`src/rtl/sar_search_ctrl_if.sv`:
```
// Handshake and comparator bundle for the successive-approximation search controller.
// The master side starts a search and returns comparator flags; the slave side is the controller.
interface sar_search_ctrl_if #(
    parameter int WIDTH = 4,
    parameter int STEPW = 3
);
    logic             start;
    logic             y_e;
    logic             y_g;
    logic             y_l;
    logic [WIDTH-1:0] b;
    logic             busy;
    logic             done;
    logic [WIDTH-1:0] result;
    logic [STEPW-1:0] steps;
    logic             err;

    modport master (
        output start, y_e, y_g, y_l,
        input  b, busy, done, result, steps, err
    );

    modport slave (
        input  start, y_e, y_g, y_l,
        output b, busy, done, result, steps, err
    );
endinterface

```
`src/rtl/sar_search_ctrl.sv`:
```
// Successive-approximation controller: binary-searches the comparator's a operand MSB first,
// exiting early on equality and flagging any trial whose comparator flags are not one-hot.
module sar_search_ctrl #(
    parameter int WIDTH = 4,
    parameter int STEPW = 3
) (
    input logic              clk,
    input logic              rst_n,
    sar_search_ctrl_if.slave bus
);
    localparam int IDXW = (WIDTH > 1) ? $clog2(WIDTH) : 1;
    localparam logic [WIDTH-1:0] ONE     = WIDTH'(1);
    localparam logic [WIDTH-1:0] MSB     = ONE << (WIDTH - 1);
    localparam logic [IDXW-1:0]  IDX_TOP = IDXW'(WIDTH - 1);

    typedef enum logic [1:0] {
        ST_IDLE  = 2'd0,
        ST_TRIAL = 2'd1,
        ST_DONE  = 2'd2
    } state_t;

    state_t           r_state;
    logic [WIDTH-1:0] r_b;
    logic [WIDTH-1:0] r_acc;
    logic [IDXW-1:0]  r_idx;
    logic             r_busy;
    logic             r_done;
    logic [WIDTH-1:0] r_result;
    logic [STEPW-1:0] r_steps;
    logic             r_err;

    logic             w_flags_ok;
    logic [WIDTH-1:0] w_acc_next;
    logic [WIDTH-1:0] w_probe;

    function automatic logic is_one_hot3(input logic e, input logic g, input logic l);
        return (e & ~g & ~l) | (~e & g & ~l) | (~e & ~g & l);
    endfunction

    assign w_flags_ok = is_one_hot3(bus.y_e, bus.y_g, bus.y_l);
    assign w_acc_next = bus.y_g ? r_b : r_acc;
    // Next trial bit sits one position below the bit just resolved.
    assign w_probe    = ONE << (r_idx - IDXW'(1));

    // Search FSM: one trial per clock in TRIAL, one-cycle done pulse in DONE.
    always_ff @(posedge clk or negedge rst_n) begin
        if (!rst_n) begin
            r_state  <= ST_IDLE;
            r_b      <= '0;
            r_acc    <= '0;
            r_idx    <= '0;
            r_busy   <= 1'b0;
            r_done   <= 1'b0;
            r_result <= '0;
            r_steps  <= '0;
            r_err    <= 1'b0;
        end else begin
            case (r_state)
                ST_IDLE: begin
                    r_done <= 1'b0;
                    if (bus.start) begin
                        r_state <= ST_TRIAL;
                        r_b     <= MSB;
                        r_acc   <= '0;
                        r_idx   <= IDX_TOP;
                        r_steps <= '0;
                        r_err   <= 1'b0;
                        r_busy  <= 1'b1;
                    end else begin
                        r_state <= ST_IDLE;
                    end
                end
                ST_TRIAL: begin
                    r_steps <= r_steps + STEPW'(1);
                    if (!w_flags_ok || bus.y_e || (r_idx == '0)) begin
                        // Any terminating trial: choose the result, then pulse done.
                        r_state <= ST_DONE;
                        r_busy  <= 1'b0;
                        r_done  <= 1'b1;
                        r_b     <= '0;
                        if (!w_flags_ok) begin
                            r_err    <= 1'b1;
                            r_result <= r_acc;
                        end else if (bus.y_e) begin
                            r_result <= r_b;
                        end else begin
                            r_result <= w_acc_next;
                        end
                    end else begin
                        r_acc <= w_acc_next;
                        r_idx <= r_idx - IDXW'(1);
                        r_b   <= w_acc_next | w_probe;
                    end
                end
                ST_DONE: begin
                    r_done  <= 1'b0;
                    r_state <= ST_IDLE;
                end
                default: begin
                    r_state <= ST_IDLE;
                    r_b     <= '0;
                    r_busy  <= 1'b0;
                    r_done  <= 1'b0;
                end
            endcase
        end
    end

    assign bus.b      = r_b;
    assign bus.busy   = r_busy;
    assign bus.done   = r_done;
    assign bus.result = r_result;
    assign bus.steps  = r_steps;
    assign bus.err    = r_err;
endmodule

```
`src/flat_wrapper.sv`:
```
// flat-port wrapper written by rule: the top's interface ports become plain ports
module sar_search_ctrl_flat 
#(
    parameter int WIDTH = 4,
    parameter int STEPW = 3
)
  (clk, rst_n, bus_start, bus_y_e, bus_y_g, bus_y_l, bus_b, bus_busy, bus_done, bus_result, bus_steps, bus_err);
  sar_search_ctrl_if #(.WIDTH(WIDTH), .STEPW(STEPW)) bus_i ();
  input logic clk;
  input logic rst_n;
  input wire logic [$bits(bus_i.start)-1:0] bus_start;
  input wire logic [$bits(bus_i.y_e)-1:0] bus_y_e;
  input wire logic [$bits(bus_i.y_g)-1:0] bus_y_g;
  input wire logic [$bits(bus_i.y_l)-1:0] bus_y_l;
  output wire logic [$bits(bus_i.b)-1:0] bus_b;
  output wire logic [$bits(bus_i.busy)-1:0] bus_busy;
  output wire logic [$bits(bus_i.done)-1:0] bus_done;
  output wire logic [$bits(bus_i.result)-1:0] bus_result;
  output wire logic [$bits(bus_i.steps)-1:0] bus_steps;
  output wire logic [$bits(bus_i.err)-1:0] bus_err;
  assign bus_i.start = bus_start;
  assign bus_i.y_e = bus_y_e;
  assign bus_i.y_g = bus_y_g;
  assign bus_i.y_l = bus_y_l;
  assign bus_b = bus_i.b;
  assign bus_busy = bus_i.busy;
  assign bus_done = bus_i.done;
  assign bus_result = bus_i.result;
  assign bus_steps = bus_i.steps;
  assign bus_err = bus_i.err;
  sar_search_ctrl #(.WIDTH(WIDTH), .STEPW(STEPW)) u_core (.clk(clk), .rst_n(rst_n), .bus(bus_i));
endmodule
```
`config.mk`:
```
export PLATFORM = sky130hd
export DESIGN_NAME = sar_search_ctrl_flat
export DESIGN_NICKNAME = d
export VERILOG_FILES = /design/src/rtl/sar_search_ctrl_if.sv /design/src/rtl/sar_search_ctrl.sv /design/src/flat_wrapper.sv
export SDC_FILE = /design/constraint.sdc
export NUM_CORES = 1
export LEC_CHECK = 0
export ABC_AREA = 1
export CELL_PAD_IN_SITES_DETAIL_PLACEMENT = 0
export CELL_PAD_IN_SITES_GLOBAL_PLACEMENT = 1
export CORE_AREA = 2 2 42 83
export DETAILED_ROUTE_END_ITERATION = 8
export DIE_AREA = 0 0 44 85
export GPL_TIMING_DRIVEN = 0
export MAX_ROUTING_LAYER = met4
export PLACE_DENSITY_LB_ADDON = 0.1
export RECOVER_POWER = 100
export SLEW_MARGIN = 5
export SYNTH_ARGS = -nofsm -noshare
export SYNTH_HDL_FRONTEND = slang
export SYNTH_SLANG_ARGS = --single-unit
```
`constraint.sdc`:
```
create_clock -name clk -period 1.95 [get_ports clk]
set_clock_uncertainty 0.2 [all_clocks]
set_input_delay 0.195 -clock clk [delete_from_list [all_inputs] [get_ports clk]]
set_output_delay 0.195 -clock clk [all_outputs]
set_load 0.1 [all_outputs]
```
# Yosys cells after proc, flatten, opt, wreduce, memory -nomap -nowiden
# Index checks and enable logic that the tools add are counted.
# W data, S select, Z words.
dict set report totals {
  register_bits 22
  inputBits 6
  out_inout_bits 14
  word_cells 69
}
dict set report classes {
  n_addsub 2
  n_eq_ne 6
  n_shift 1
  mux 26
  bitwise 13
  reduce_logical 12
}
# op n
set ops {}
lappend ops {{$mux W4} 7}
lappend ops {{$pmux W4 S3} 1}
lappend ops {{$mux W1} 8}
lappend ops {{$pmux W2 S2} 2}
lappend ops {{$pmux W4 S2} 1}
lappend ops {{$and A1 B1 Y1} 6}
lappend ops {{$mux W2} 3}
lappend ops {{$ne A2 B2 Y1 const B} 3}
lappend ops {{$pmux W3 S2} 1}
lappend ops {{$reduce_and A2 Y1} 3}
lappend ops {{$reduce_and A3 Y1} 2}
lappend ops {{$logic_not A2 Y1} 2}
lappend ops {{$not A1 Y1} 4}
lappend ops {{$or A4 B4 Y4} 1}
lappend ops {{$reduce_and A4 Y1} 1}
lappend ops {{$shl A1 B2 Y4 const A} 1}
lappend ops {{$add A3 B1 Y3 const B} 1}
lappend ops {{$mux W3} 1}
lappend ops {{$pmux W1 S3} 1}
lappend ops {{$eq A2 B1 Y1 const B} 1}
lappend ops {{$eq A2 B2 Y1 const B} 1}
lappend ops {{$logic_or A1 B1 Y1} 2}
lappend ops {{$ne A2 B1 Y1 const B} 1}
lappend ops {{$or A1 B1 Y1} 2}
lappend ops {{other kinds (4)} 4}

# Depth between registers and ports, before layout
dict set report logic_depth {
  depth_word 10
  ltp_mapped 8
  ltp_nobuf 8
}

# Least setup slack after synthesis
# No wires, ideal clock.
dict set report synth_path {
  kind {register to register}
  from {reg, netlist name u_core.bus.done}
  to {reg u_core.r_err (netlist: u_core.bus.err)}
  setup_time_ps 120
  t_arrival_ps 1592
  required_ps 1630
  setup_slack_ps 38
  stages_incl_launch_ff 7
  path_buffers 0
  synth_period_minus_slack_ps 1912
  path_cell_list {dfrtp_1 > inv_1 > nand2_1 > inv_1 > nor2_1 > nor2_1 > o21a_1}
}
# item line_no
set synth_lines {}
lappend synth_lines {{to (signal assigned)} sar_search_ctrl.sv:56} ;# r_err <= 1'b0;
lappend synth_lines {{to (signal assigned)} sar_search_ctrl.sv:67} ;# r_err <= 1'b0;
lappend synth_lines {{to (signal assigned)} sar_search_ctrl.sv:82} ;# r_err <= 1'b1;
lappend synth_lines {{to (decl)} sar_search_ctrl.sv:30} ;# logic r_err;

# Worst setup path after layout
dict set report layout_path {
  from {reg u_core.r_steps[0] (netlist: u_core.bus.steps[0])}
  to {out bus_steps[0]}
}
# item line_no
set layout_lines {}
lappend layout_lines {{from (decl)} sar_search_ctrl.sv:29} ;# logic [STEPW-1:0] r_steps;
lappend layout_lines {{from (signal assigned)} sar_search_ctrl.sv:74} ;# r_steps <= r_steps + STEPW'(1);
lappend layout_lines {{to (decl)} flat_wrapper.sv:19} ;# output wire logic [$bits(bus_i.steps)-1:0] bus_steps;
# No word-level cell between the ends.

==> impl_results.md <==
- Status: finished, final reports clean
- Logic pwr share: 57.4%
- Sw Ratio: about 58%
- Clock latency on the worst-skew pair: 0.26 ns
- Yosys cell types: 19
- Largest net degree at the start of global routing: 22
- # clock sinks: 21
- CTS tree: yes
- Maximum VDD drop: 0.000563 V
- Setup total negative slack: 0 ns
- Initial Utilization: 36.4%
- Row cnt: 29
- Total power draw: ~2300 µW
- Final Max Tran Viols: 0
- Die width: approximately 44 µm
- First-pass GRT wire length: ~4.3 mm
- Antenna violations before repair: 0
- CP Class: reg -> out
- Slowest CP cell: clkdlybuf4s15_1
- Filler cell count: ~330
- Maxcap violations: 0
- RSZ-0062 raised after global routing: false
- Routed wire length: roughly 2.4 mm
- Max stage delay on crit path: approximately 0.84 ns
- CTS root buf: clkbuf_8
- Lkg Pwr: 0.000685 µW
- GRT Overall Usage: 15.3%
- Synth warnings: 0
- Multi-input gate area: 515 µm²
- Min Tclk post-route: approximately 1.9 ns
- CTS Hold Buffers Added: 0
- Number of global-route vias before repair: approximately 940
- Crit path max fanout: 4
- Nets: roughly 170
- Port Buf Inserts: 19
- CP endpoint kind: output pin
- Switching power: around 1300 µW
- Initial detailed-routing violation count: 32
- Clock power share: between 10% and 20%
- Worst min path class: reg -> reg
- Final Hold Viols: 0
- Antenna viol nets, final: 0
- CTS buffer count: 3
- Final critical-path share of the clock period: a little over nine tenths
- Final setup fails: 0
- Share of post-route cells with drive strength above 1: under 10%
- Depth of the CTS H-tree: 1
- Vias per std cell: about 5
- PD cells: around 1700 nW/µm²
- Slew @ Worst Pin: between 1 and 1.5 ns
- Antenna Cells: 0
- Routed len/inst: between 10 and 15 µm
- Die height: approximately 85 µm
- Delay-heaviest family, CP: buffers and inverters
- Via count: 920
- # DRC: 0
- Total gr overflow: 0
- Full die area: ~3700 µm²
- Clk slew on worst S/H paths: 0.08 ns
- Ports: 20
- RePlAce Congestion: 0.778
- Synth Instances: around 140
- Worst EP arrival: 1.50 ns
- Int Power: 967 µW
- CTS Buffer Depth: 2
- Most common cell after layout, fill and taps aside: nand2_1
- Synthesized area: ~1100 µm²
- Syn_nets: about 150
- FF+latch area: ~530 µm²
- Core ar.: approximately 3100 µm²
- Number of synthesized register bits: 21
- CP Cell Sequence: clkdlybuf4s15_1
- CP startpoint kind: flip-flop
- Rel. slew slack: between 20% and 30%
- Crit path buf inv count: 1
- Mean post-synth cell area: 8.42 µm²
- Hpwl dp: between 1.5 and 2 mm
- Required @ worst endpoint: approximately 1.6 ns
- Area Overhead vs Synth: 18.1%
- Register area share after synthesis: 46.3%
- Max frequency: 528 MHz
- Sequential power share: between 30 and 40%
- Most frequent cells in the layout: 40 x nand2_1, 21 x dfrtp_1, 20 x inv_1, 15 x o21ai_0
- DRT Pass-1 Iters: 4
[flip-flops by register name (all words and copies together), names as in the netlist]
name and cells:
u_core.r_state 1, u_core.r_idx 2, u_core.bus.err 1, u_core.bus.b 4, u_core.bus.busy 1, u_core.r_acc 4, u_core.bus.done 1, u_core.bus.steps 3
u_core.bus.result 4
[logic make-up (layout without fill, tap and decap cells)]
group                      count (synthesis)  count (layout)  share of synthesized area [%]
AOI/OAI and AO/OA                         23              23                           13.0
adders and majority gates                  6               6                           6.61
buffers and inverters                     22              45                           7.93
DFF                                       21              21                           46.3
and+or+nand+nor                           63              63                           26.2
[per-layer routing]
layer	up-vias	global-route usage (%)	routed length, µm
li1	468	-	-
met1	430	17.1	989
met2	16	25.8	1260
met3	6	1.91	93
met4	0	7.44	86
met5	-	-	0
[cell type report]
type                    instances  share of cell area, %
flip-flops and latches         21                   39.2
repair buffers                 19                   9.42
well taps                      31                   2.89
plain buffers                   1                  0.840
clock buffers                   4                   3.36
multi-input cells              92                   38.4
inverters                      21                   5.88
[through the flow]
step	worst slack [ns]	area, µm²	hold slack [ns]	std cells	utilization [%]
2_1_floorplan	0.0376	1140	-0.301	135	-
5_1_grt	0.00176	1340	0.322	189	43.0
6_report	0.0578	1340	0.285	189	43.0
3_3_place_gp	-0.00553	1370	0.266	185	43.7
4_1_cts	0.0128	1390	0.286	189	44.7
3_5_place_dp	-0.0202	1370	0.272	185	43.7
[worst paths after layout]
kind	startpoint	slack, ns	depth (start not counted)	to
max in group asynchronous	rst_n	0.59	1	u_core.r_acc[2]
worst max-delay path	u_core.bus.steps[0]	0.06	1	bus_steps[0]
worst min-delay path	u_core.bus.result[2]	0.29	2	u_core.bus.result[2]
min in group asynchronous	rst_n	0.35	1	u_core.bus.steps[1]
worst max register to register	u_core.r_idx[0]	0.24	7	u_core.bus.result[3]
worst min register to register	u_core.bus.result[2]	0.29	2	u_core.bus.result[2]
[synthesized netlist by cell type (all sizes together)]
cell type	instances	area, µm²
nand3	9	70.1
nor2b	1	6.26
buf	1	11.3
dfrtp	21	526
ha	6	75.1
o21a	1	7.51
nor2	11	48.8
inv	21	78.8
a22o	1	8.76
nand2	42	173
a21oi	3	18.8
o22ai	3	37.5
o21ai	15	75.1
[repair_timing]
action / in CTS / in global routing
setup endpoints to repair: 14 / 3
resized for setup: 15 / 3
buffers inserted: 0 / 0
[power by group through the flow]
| stage | Sequential (µW) | Clock, µW | Combinational, µW |
|---|---|---|---|
| final | 688 | 288 | 1310 |
| after floorplan | 1370 | 0 | 412 |
| after detailed placement | 701 | 0 | 1430 |
| after global placement | 697 | 0 | 1420 |
| after global routing | 709 | 315 | 1420 |
| after CTS | 688 | 298 | 1360 |
Power figures use the tool's default switching activity.
